===== config.mk =====
export PLATFORM = sky130hd
export DESIGN_NAME = telemetry_mon_flat
export DESIGN_NICKNAME = d
export VERILOG_FILES = /design/src/rtl/telemetry_mon_pkg.sv /design/src/rtl/telemetry_mon_if.sv /design/src/rtl/telemetry_mon_gap_timer.sv /design/src/rtl/telemetry_mon.sv /design/src/flat_wrapper.sv
export SDC_FILE = /design/constraint.sdc
export NUM_CORES = 1
export LEC_CHECK = 0
export CAP_MARGIN = 5
export CORE_ASPECT_RATIO = 1.5
export CORE_MARGIN = 2
export CORE_UTILIZATION = 54
export DETAILED_ROUTE_END_ITERATION = 10
export GPL_TIMING_DRIVEN = 0
export PLACE_DENSITY = 0.83
export SLEW_MARGIN = 30
export SYNTH_ARGS = -nofsm -noshare
export SYNTH_HDL_FRONTEND = slang
export SYNTH_SLANG_ARGS = --single-unit

===== constraint.sdc =====
create_clock -name clk -period 2.2 [get_ports clk]
set_input_delay 0.66 -clock clk [delete_from_list [all_inputs] [get_ports clk]]
set_output_delay 0.66 -clock clk [all_outputs]
set_load 0.02 [all_outputs]

===== src/rtl/telemetry_mon_pkg.sv =====
// Shared definitions for the telemetry packet monitor.
// Holds the header byte values, the framing state enum, the packet length
// and small helpers used by the monitor datapath.
package telem_pkg;

  localparam logic [7:0] HDR0      = 8'hAA;
  localparam logic [7:0] HDR1      = 8'h55;
  localparam int         PKT_BYTES = 8;

  typedef enum logic [2:0] {
    IDLE = 3'd0,
    HDR2 = 3'd1,
    B_HI = 3'd2,
    B_LO = 3'd3,
    C_HI = 3'd4,
    C_LO = 3'd5,
    T_HI = 3'd6,
    T_LO = 3'd7
  } telem_state_t;

  // High bytes of a 12-bit reading carry only a nibble; the top 4 bits must be 0.
  function automatic logic hi_nibble_ok(input logic [7:0] b);
    return (b[7:4] == 4'h0);
  endfunction

  // Increment that sticks at 255 instead of wrapping.
  function automatic logic [7:0] sat_inc8(input logic [7:0] v);
    return (v == 8'hFF) ? v : (v + 8'd1);
  endfunction

endpackage


===== src/rtl/telemetry_mon_if.sv =====
// Byte stream from UART_rcv into the telemetry monitor.
//   rx_rdy  : byte available (UART_rcv.rdy)
//   rx_data : received byte
//   clr_rdy : byte consumed (UART_rcv.clr_rdy)
// master = UART receiver side, slave = monitor side.
interface telemetry_mon_if;
  logic       rx_rdy;
  logic [7:0] rx_data;
  logic       clr_rdy;

  modport master (output rx_rdy, output rx_data, input clr_rdy);
  modport slave  (input rx_rdy, input rx_data, output clr_rdy);
endinterface


===== src/rtl/telemetry_mon_gap_timer.sv =====
// Inter-byte timeout for the telemetry monitor.
//   clk, rst_n : clock, async active-low reset
//   run        : high while a packet is being framed
//   kick       : a byte is consumed this cycle (restarts the count)
//   expire     : the GAP_CYCLES-th idle cycle inside a packet, no byte present
// GAP_CYCLES must be at least 2.
module gap_timer #(
  parameter int GAP_CYCLES = 65536
) (
  input  logic clk,
  input  logic rst_n,
  input  logic run,
  input  logic kick,
  output logic expire
);

  localparam int                 CNT_W    = $clog2(GAP_CYCLES);
  localparam logic [CNT_W-1:0]   LAST_CNT = CNT_W'(GAP_CYCLES - 1);

  logic [CNT_W-1:0] cnt_r;

  // A byte in the expiry cycle wins, so kick masks expire.
  assign expire = run && !kick && (cnt_r == LAST_CNT);

  // Idle-cycle counter: cleared outside a packet, on every byte and on expiry.
  always_ff @(posedge clk or negedge rst_n) begin
    if (!rst_n) begin
      cnt_r <= '0;
    end else if (!run || kick || expire) begin
      cnt_r <= '0;
    end else begin
      cnt_r <= cnt_r + CNT_W'(1);
    end
  end

endmodule


===== src/rtl/telemetry_mon.sv =====
// Telemetry packet monitor downstream of UART_rcv.
// Frames AA 55 BATT_HI BATT_LO CURR_HI CURR_LO TORQ_HI TORQ_LO and commits
// the three 12-bit readings atomically with a one-cycle pkt_vld pulse.
//   clk, rst_n          : clock, async active-low reset
//   rx                  : byte stream (slave side), clr_rdy mirrors rx_rdy
//   batt/curr/torque    : last committed readings
//   pkt_vld             : pulse in the first cycle new readings are visible
//   in_sync             : set by a good packet, cleared by any error
//   pkt_cnt             : good packets, wrapping
//   err_cnt             : framing/timeout errors, saturating
module telemetry_mon
  import telem_pkg::*;
#(
  parameter int GAP_CYCLES = 65536
) (
  input  logic             clk,
  input  logic             rst_n,
  telemetry_mon_if.slave   rx,
  output logic [11:0]      batt,
  output logic [11:0]      curr,
  output logic [11:0]      torque,
  output logic             pkt_vld,
  output logic             in_sync,
  output logic [7:0]       pkt_cnt,
  output logic [7:0]       err_cnt
);

  telem_state_t state_r, state_nxt_s;
  logic         err_s;
  logic         commit_s;
  logic         expire_s;
  logic [11:0]  batt_sh_r;
  logic [11:0]  curr_sh_r;
  logic [3:0]   torq_hi_r;

  // Every byte offered is consumed the same cycle; no backpressure exists.
  assign rx.clr_rdy = rx.rx_rdy;

  gap_timer #(.GAP_CYCLES(GAP_CYCLES)) u_gap_timer (
    .clk    (clk),
    .rst_n  (rst_n),
    .run    (state_r != IDLE),
    .kick   (rx.rx_rdy),
    .expire (expire_s)
  );

  // Framing state register.
  always_ff @(posedge clk or negedge rst_n) begin
    if (!rst_n) begin
      state_r <= IDLE;
    end else begin
      state_r <= state_nxt_s;
    end
  end

  // Next-state decode plus error/commit strobes.
  always_comb begin
    state_nxt_s = state_r;
    err_s       = 1'b0;
    commit_s    = 1'b0;
    if (rx.rx_rdy) begin
      case (state_r)
        // Garbage before a header is hunting, not an error.
        IDLE: begin
          if (rx.rx_data == HDR0) state_nxt_s = HDR2;
          else                    state_nxt_s = IDLE;
        end
        HDR2: begin
          if (rx.rx_data == HDR1) begin
            state_nxt_s = B_HI;
          end else if (rx.rx_data == HDR0) begin
            state_nxt_s = HDR2;
          end else begin
            state_nxt_s = IDLE;
            err_s       = 1'b1;
          end
        end
        B_HI, C_HI, T_HI: begin
          if (!hi_nibble_ok(rx.rx_data)) begin
            state_nxt_s = IDLE;
            err_s       = 1'b1;
          end else if (state_r == B_HI) begin
            state_nxt_s = B_LO;
          end else if (state_r == C_HI) begin
            state_nxt_s = C_LO;
          end else begin
            state_nxt_s = T_LO;
          end
        end
        B_LO:    state_nxt_s = C_HI;
        C_LO:    state_nxt_s = T_HI;
        T_LO: begin
          state_nxt_s = IDLE;
          commit_s    = 1'b1;
        end
        default: state_nxt_s = IDLE;
      endcase
    end else if (expire_s) begin
      state_nxt_s = IDLE;
      err_s       = 1'b1;
    end else begin
      state_nxt_s = state_r;
    end
  end

  // Shadow registers collect a packet; an abort discards the partial values.
  always_ff @(posedge clk or negedge rst_n) begin
    if (!rst_n) begin
      batt_sh_r <= 12'h000;
      curr_sh_r <= 12'h000;
      torq_hi_r <= 4'h0;
    end else if (err_s) begin
      batt_sh_r <= 12'h000;
      curr_sh_r <= 12'h000;
      torq_hi_r <= 4'h0;
    end else if (rx.rx_rdy) begin
      case (state_r)
        B_HI:    batt_sh_r[11:8] <= rx.rx_data[3:0];
        B_LO:    batt_sh_r[7:0]  <= rx.rx_data;
        C_HI:    curr_sh_r[11:8] <= rx.rx_data[3:0];
        C_LO:    curr_sh_r[7:0]  <= rx.rx_data;
        T_HI:    torq_hi_r       <= rx.rx_data[3:0];
        default: torq_hi_r       <= torq_hi_r;
      endcase
    end else begin
      torq_hi_r <= torq_hi_r;
    end
  end

  // Committed outputs, status and counters; torque low byte comes straight off the bus.
  always_ff @(posedge clk or negedge rst_n) begin
    if (!rst_n) begin
      batt    <= 12'h000;
      curr    <= 12'h000;
      torque  <= 12'h000;
      pkt_vld <= 1'b0;
      in_sync <= 1'b0;
      pkt_cnt <= 8'd0;
      err_cnt <= 8'd0;
    end else begin
      pkt_vld <= commit_s;
      if (commit_s) begin
        batt    <= batt_sh_r;
        curr    <= curr_sh_r;
        torque  <= {torq_hi_r, rx.rx_data};
        pkt_cnt <= pkt_cnt + 8'd1;
        in_sync <= 1'b1;
      end else if (err_s) begin
        err_cnt <= sat_inc8(err_cnt);
        in_sync <= 1'b0;
      end else begin
        in_sync <= in_sync;
      end
    end
  end

endmodule


===== src/flat_wrapper.sv =====
// flat-port wrapper written by rule: the top's interface ports become plain ports
module telemetry_mon_flat import telem_pkg::*;
#(
  parameter int GAP_CYCLES = 65536
)
  (clk, rst_n, batt, curr, torque, pkt_vld, in_sync, pkt_cnt, err_cnt, rx_rx_rdy, rx_rx_data, rx_clr_rdy);
  telemetry_mon_if rx_i ();
  input  logic clk;
  input  logic rst_n;
  output logic [11:0] batt;
  output logic [11:0] curr;
  output logic [11:0] torque;
  output logic pkt_vld;
  output logic in_sync;
  output logic [7:0] pkt_cnt;
  output logic [7:0] err_cnt;
  input wire logic [$bits(rx_i.rx_rdy)-1:0] rx_rx_rdy;
  input wire logic [$bits(rx_i.rx_data)-1:0] rx_rx_data;
  output wire logic [$bits(rx_i.clr_rdy)-1:0] rx_clr_rdy;
  assign rx_i.rx_rdy = rx_rx_rdy;
  assign rx_i.rx_data = rx_rx_data;
  assign rx_clr_rdy = rx_i.clr_rdy;
  telemetry_mon #(.GAP_CYCLES(GAP_CYCLES)) u_core (.clk(clk), .rst_n(rst_n), .rx(rx_i), .batt(batt), .curr(curr), .torque(torque), .pkt_vld(pkt_vld), .in_sync(in_sync), .pkt_cnt(pkt_cnt), .err_cnt(err_cnt));
endmodule

==> results of run 1 <==
[layout make-up]
cell class	instances	area, um^2
clock inverters	3	67.56
repair buffers	69	676.9
multi-input cells	347	1778
well taps	105	131.4
fillers	585	2379
clock buffers	12	266.5
flip-flops and latches	101	2527
inverters	5	18.77
plain buffers	21	112.6
[placed cells by master, fill, tap and decap left out, types with 3 or more instances in the layout]
| cell | count |
|---|---|
| xnor2_1 | 11 |
| a21oi_1 | 16 |
| clkbuf_1 | 11 |
| nand3_1 | 25 |
| and3_1 | 4 |
| buf_6 | 4 |
| clkbuf_16 | 9 |
| clkbuf_2 | 7 |
| inv_1 | 5 |
| nor3_1 | 4 |
| nand2b_1 | 5 |
| dfrtp_1 | 101 |
| nand2_1 | 175 |
| nor2_1 | 31 |
| o21ai_0 | 21 |
| xor2_1 | 15 |
| clkdlybuf4s50_1 | 54 |
| clkbuf_8 | 3 |
| nand4_1 | 8 |
| buf_4 | 7 |
[layer usage]
layer  vias up  part of all wire  GRT usage
li1       1702                 -          -
met1      1776              0.40     0.2900
met2        82              0.54     0.4046
met3        24             0.036    0.03943
met4         0             0.028     0.1226
met5         -                 0          0
[state kept, by name (all words and copies together) (netlist names)]
signal / cells
u_core.batt: 12
u_core.batt_sh_r: 12
u_core.curr: 12
u_core.curr_sh_r: 12
u_core.err_cnt: 8
u_core.in_sync: 1
u_core.pkt_cnt: 8
u_core.pkt_vld: 1
u_core.state_r: 3
u_core.torq_hi_r: 4
u_core.torque: 12
u_core.u_gap_timer.cnt_r: 16
[kinds of logic (layout without fill, tap and decap cells)]
logic type                 count (synthesis)  in the layout
muxes                                      3              3
DFF                                      101            101
buffers and inverters                     26            110
AOI/OAI and AO/OA                         46             46
xor gates and xnor gates                  26             26
adders and majority gates                  3              3
and+or+nand+nor                          269            269
[per-stage QoR]
| step | hold slack [ps] | power, mW | std cells |
|---|---|---|---|
| 2_1_floorplan | 364.4 | 2.456 | 474 |
| 6_report | 179.5 | 4.457 | 663 |
| 5_1_grt | 196.5 | 4.624 | 663 |
| 3_3_place_gp | 454.8 | 2.718 | 642 |
| 3_5_place_dp | 457.0 | 2.749 | 643 |
| 4_1_cts | 180.6 | 4.480 | 661 |
[worst paths after layout]
path                                                  startpoint                                     to  slack [ps]  cells after the start
setup / recovery                                   rx_rx_data[6]          u_core.err_cnt[5]$_DFFE_PN0P_          60                      8
hold / removal                                             rst_n  u_core.u_gap_timer.cnt_r[6]$_DFF_PN0_         180                      1
setup reg to reg           u_core.u_gap_timer.cnt_r[0]$_DFF_PN0_          u_core.err_cnt[1]$_DFFE_PN0P_         130                      7
hold reg to reg                  u_core.batt_sh_r[3]$_DFFE_PN0P_             u_core.batt[3]$_DFFE_PN0P_         470                      2
max in group asynchronous                                  rst_n        u_core.torq_hi_r[2]$_DFFE_PN0P_        1400                      2
min in group clk                 u_core.batt_sh_r[3]$_DFFE_PN0P_             u_core.batt[3]$_DFFE_PN0P_         470                      2
[critical path, cell delays in order]
cell and delay, ps:
dlygate4sd2_1 360, nor4_2 90, nor4b_2 290, buf_4 170, a31oi_4 40, buf_4 190, a2111oi_2 410, xor2_1 190
[power groups by stage]
| stage | Sequential [mW] | Clock, mW | Combinational, mW |
|---|---|---|---|
| CTS | 2.11 | 1.75 | 0.620 |
| floorplan | 2.21 | 0 | 0.249 |
| detailed placement | 2.14 | 0 | 0.610 |
| finish | 2.11 | 1.73 | 0.616 |
| global placement | 2.13 | 0 | 0.583 |
| global route | 2.13 | 1.83 | 0.672 |
[what timing repair did]
item                                    CTS  global route
gates resized for setup                  16            11
buffers inserted                          3             2
pin swaps                                 3             1
hold buffers                              0             0
gates cloned                              0             0
endpoints found under the setup margin   70            21
==> metrics.md, run 1 <==
| Metric | Value |
|---|---|
| Status | finished, final reports clean |
| WP data arrival | roughly 2400 ps |
| Leakage Power | 2.607 nW |
| CTS tree | yes |
| Die Footprint | 8924 um^2 |
| Layout Skew | ~3.5 ps |
| Reg power frac | 0.473 |
| Multiplexer area fraction after synthesis | 0.007374 |
| Layout area overhead | 26.46% |
| Comb power frac | 0.138 |
| Die height | 114.7 um |
| Max-cap viol count | 0 |
| Kind of critical path | primary input to flip-flop |
| Syn_nets | 488 |
| Top cells by count, synth | 176 x nand2_1, 101 x dfrtp_1, 31 x nor2_1 |
| Psw | 1.110 mW |
| Clock transition at path regs | approximately 60 ps |
| Startpoint Class | primary input |
| Starting DRT DRC Count | about 340 |
| Clock power frac | 0.389 |
| Ys flop type | dfrtp_1 |
| Vias in the first global route | 3485 |
| Fin. Hold Viols | 0 |
| Top-count cell post-synth | nand2_1 |
| Initial antenna violation count | 0 |
| Sequential fraction of the synthesis area | 0.5729 |
| CTS H-Tree Depth | 3 |
| CTS root buffer | clkbuf_16 |
| Part of the cycle the worst path needs | 0.9728 |
| Die Wd | a little under 80 um |
| Fin area | 5579 um^2 |
| Clock Sinks | 101 |
| I/O Pins | 66 |
| Fmax | roughly 470 MHz |
| # DRC | 0 |
| Ys async rst share | 1.000 |
| DRT Pass-1 Iters | 4 |
| PortBufs | 63 |
| DPL Wire Length | 6809 um |
| Vias per cell | between 5 and 6 |
| Largest net degree at the start of global routing | 74 |
| EDFF count, synth | 0 |
| Compound-Gate Fraction of Synth Area | 0.06211 |
| Worst slew pin tran | about 730 ps |
| RePlAce Congestion | a little over 0.9 |
| CP Max Fanout | 7 |
| Peak VDD IR | 0.7650 mV |
| Layout cells sized above 1 | 0.09498 |
| Hold WC Path Type | primary input to asynchronous set/reset pin |
| Synth top area share | 0.5729 |
| Final min period | between 2000 and 2500 ps |
| PD cells | 798.9 nW/um^2 |
| Starting density of the core | 0.5544 |
| Synth Area in Simple Gates | 0.2683 |
| Setup TNS | 0 ps |
| DRT antenna net count | 0 |
| Post-synthesis cell type count | 40 |
| Max Transition Viols Final | 0 |
| Dpl cell area | 5202 um^2 |
| Core ar. | about 8000 um^2 |
| CTS Buf Count | 9 |
| Post-synth top area cell | dfrtp_1 |
| Largest family of logic cells by synthesized area | simple AND/OR/NAND/NOR gates |
| Synth Area in XOR/XNOR | 0.05162 |
| Insertion delay to the later sink of the worst-skew pair | 340 ps |
| Synth Area in Adders | 0.008508 |
| GR Overflow Total | 0 |
| DP Worst Slack | -753.2 ps |
| Cells after Synth | 474 |
| Inserted Diodes | 0 |
| Final core occ | 0.7011 |
| Top post-synthesis cells by area | dfrtp_1 57%, nand2_1 15%, xor2_1 3.0% |
| Final worst setup slack | 59.95 ps |
| Netlist Area Pre-Place | around 4400 um^2 |
| Relative slew slack | 0.5091 |
| Net Sw Frac | 0.2490 |
| Avg Cell Area, Syn | 9.307 um^2 |
| Yosys Warn Count | 0 |
| GRT Total Usage | 0.2372 |
| Final setup fails | 0 |
| #FFs+latches synth | 101 |
| Wirelength, routed | around 10000 um |
| RSZ-0062 raised after global routing | yes |
| Crit. End Element | flip-flop |
| Required @ worst endpoint | 2470 ps |
| Max clock buf depth | 2 |
| Drt wl/cell | around 15 um |
| Via count | ~3600 |
| First-pass GRT wire length | roughly 16000 um |
| # rows | 40 |
| Final #Nets | ~570 |
| Pint | 3.348 mW |
Note: power is estimated with default switching activity, not from simulation.
==> inputs of run 2 (changes only) <==
--- a/config.mk
+++ b/config.mk
@@ -12,7 +12,6 @@
 export DETAILED_ROUTE_END_ITERATION = 10
 export GPL_TIMING_DRIVEN = 0
 export PLACE_DENSITY = 0.83
-export SLEW_MARGIN = 30
 export SYNTH_ARGS = -nofsm -noshare
 export SYNTH_HDL_FRONTEND = slang
 export SYNTH_SLANG_ARGS = --single-unit
==> run 2 against run 1 <==
  * Routed wire length grew 1.8%
  * Clock-buffer cell count grew 1
  * First-iteration DRC count shrank 4.7%
  * Clock power shrank 5%
  * Total power shrank 2.0%
  * Critical path depth is the same
  * Register-to-register slack gained 120 ps
  * Flip-flop and latch count is the same
  * Clock skew grew 1.1 ps
  * Critical endpoint unchanged
==> metrics.md, run 2 (synthesis results as in run 1) <==
| Metric | Value |
|---|---|
| Flop-to-flop setup slack | 250 ps |
| Final worst setup slack | 64.87 ps |
| Fmax | 468.4 MHz |
| Commonest non-fill, non-tap cell in the layout | nand2_1 |
| R2R Path End | u_core.batt_sh_r[10]$_DFFE_PN0P_ |
| Worst slew pin tran | 729.7 ps |
| GRT Total Usage | 0.2384 |
| Biggest register | u_core.u_gap_timer.cnt_r |
| CTS tree | yes |
| Hold WC Path Type | primary input to asynchronous set/reset pin |
| Layout Skew | 4.563 ps |
| Crit path cell chain | dlygate4sd2_1 > nor4_4 > nor4b_2 > buf_4 > a31oi_4 > buf_4 > a2111oi_2 > xor2_1 |
| Clock transition at path regs | 60 ps |
| WP data arrival | 2400 ps |
| Vias per cell | 5.352 |
| Crit path launch | rx_rx_data[6] |
| DRT antenna net count | 0 |
| Multi-input gate area | 1783 um^2 |
| Fin. Hold Viols | 0 |
| DRT Pass-1 Iters | 5 |
| CP max stage delay | 410 ps |
| Startpoint Class | primary input |
| Fill cells | 589 |
| Drt wl/cell | 14.94 um |
| Insertion delay to the later sink of the worst-skew pair | about 350 ps |
| Final setup fails | 0 |
| Part of the cycle the worst path needs | 0.9705 |
| Crit. End Element | flip-flop |
| CTS Buf Count | 9 |
| Max Transition Viols Final | 0 |
| Starting density of the core | 0.5544 |
| PD cells | 782.5 nW/um^2 |
| Kind of critical path | primary input to flip-flop |
| Largest register FFs | 16 |
| DPL Wire Length | 6790 um |
| Critical Path Slowest Stage Cell | a2111oi_2 |
| Most frequent cells in the layout | 176 x nand2_1, 101 x dfrtp_1, 54 x clkdlybuf4s50_1 |
| Reg2Reg Depth | 8 |
| RePlAce Congestion | between 0.9 and 1 |
| Layout cells sized above 1 | 0.1014 |
| Inserted Diodes | 0 |
| Status | finished, final reports clean |
| Die Footprint | between 8000 and 9000 um^2 |
| Sequential cell area | 2527 um^2 |
| CTS H-Tree Depth | 3 |
| # rows | 40 |
| CTS root buffer | clkbuf_16 |
| Clock Sinks | 101 |
| I/O Pins | 66 |
| Layout area overhead | 26.57% |
| First-pass GRT wire length | approximately 17000 um |
| Net Sw Frac | 0.2582 |
| Comb power frac | 0.142 |
| Clock power frac | 0.375 |
| Via count | between 3000 and 4000 |
| Peak VDD IR | between 0.7 and 0.8 mV |
| Dpl cell area | 5199 um^2 |
| Vias in the first global route | 3521 |
| Final #Nets | 571 |
| Wirelength, routed | 9965 um |
| GR Overflow Total | 0 |
| Setup TNS | 0 ps |
| Initial antenna violation count | 0 |
| Final core occ | 0.7017 |
| Starting DRT DRC Count | 325 |
| Core ar. | slightly below 8000 um^2 |
| CP Max Fanout | 6 |
| Largest net degree at the start of global routing | 74 |
| Final min period | approximately 2100 ps |
| Reg power frac | 0.483 |
| Max-cap viol count | 0 |
| Required @ worst endpoint | about 2500 ps |
| Psw | 1.128 mW |
| Leakage Power | 2.621 nW |
| Die height | 114.7 um |
| DP Worst Slack | -731.8 ps |
| CP most frequent cell | buf_4 |
| Fin area | 5584 um^2 |
| RR Startpoint | u_core.u_gap_timer.cnt_r[0]$_DFF_PN0_ |
| # DRC | 0 |
| Relative slew slack | 0.5098 |
| PortBufs | 63 |
| Pint | 3.241 mW |
| Die Wd | between 70 and 80 um |
| Max clock buf depth | 2 |
| Pwr Total | 4.370 mW |
## run 2: changes by cell type in the layout (fill, tap and decap cells not counted), sizes merged
cell / change
buf: +3
bufinv: -1
clkbuf: +1
clkinv: +1
## run 2: how the worst max path moves through the flow
stage | slack [ps] | end | cells after the start
6_report | 60 | u_core.err_cnt[5]$_DFFE_PN0P_ | 8
5_1_grt | -8 | u_core.err_cnt[5]$_DFFE_PN0P_ | 8
4_1_cts | 7 | u_core.batt_sh_r[4]$_DFFE_PN0P_ | 7
3_5_place_dp | -730 | u_core.batt_sh_r[4]$_DFFE_PN0P_ | 7
3_3_place_gp | -3110 | u_core.err_cnt[6]$_DFFE_PN0P_ | 1
2_1_floorplan | 120 | u_core.err_cnt[1]$_DFFE_PN0P_ | 6
## run 2: critical path: cells and delay by family
kind,cells,cell delay (ps)
AO/OA/AOI/OAI,2,460
AND/OR/NAND/NOR,2,340
XOR/XNOR,1,190
buffers and inverters,3,750
## run 2: layout make-up
cell class,instances,area share
buffer,21,0.02061
sequential,101,0.4526
timing repair buffer,72,0.1246
clock inverter,3,0.007618
inverter,5,0.003361
tap,105,0.02353
multi-input combinational,347,0.3193
clock buffer,13,0.04840
## run 2: metrics by stage
| step | hold WS [ps] | cells |
|---|---|---|
| floorplan | 364.4 | 474 |
| global placement | 454.8 | 642 |
| detailed placement | 456.9 | 643 |
| CTS | 243.3 | 662 |
| global route | 270.9 | 667 |
| finish | 240.2 | 667 |
## run 2: power by group through the flow
stage                     sequential (mW)  combinational [mW]  clock [mW]
after floorplan                      2.21               0.249           0
after global placement               2.13               0.583           0
after detailed placement             2.14               0.608           0
after CTS                            2.11               0.619        1.64
after global routing                 2.12               0.678        1.72
final                                2.11               0.621        1.64
## run 2: metal layers
layer  track usage  wire [um]  up-vias
li1              -          -     1709
met1        0.2857       3948     1755
met2        0.4149       5375       84
met3       0.04574        365       22
met4        0.1095        276        0
met5             0          0        -
## run 2: what timing repair did
item | CTS | global route
hold buffers | 0 | 0
setup endpoints to repair | 67 | 44
pin swaps | 2 | 2
gates resized for setup | 20 | 9
setup buffers | 3 | 5
==> inputs of run 3 (changes only) <==
--- a/config.mk
+++ b/config.mk
@@ -5,6 +5,7 @@
 export SDC_FILE = /design/constraint.sdc
 export NUM_CORES = 1
 export LEC_CHECK = 0
+export ABC_CLOCK_PERIOD_IN_PS = 2200
 export CAP_MARGIN = 5
 export CORE_ASPECT_RATIO = 1.5
 export CORE_MARGIN = 2
==> results of run 3 <==
The final DEF is identical to that of run 2; final timing and power are the same.
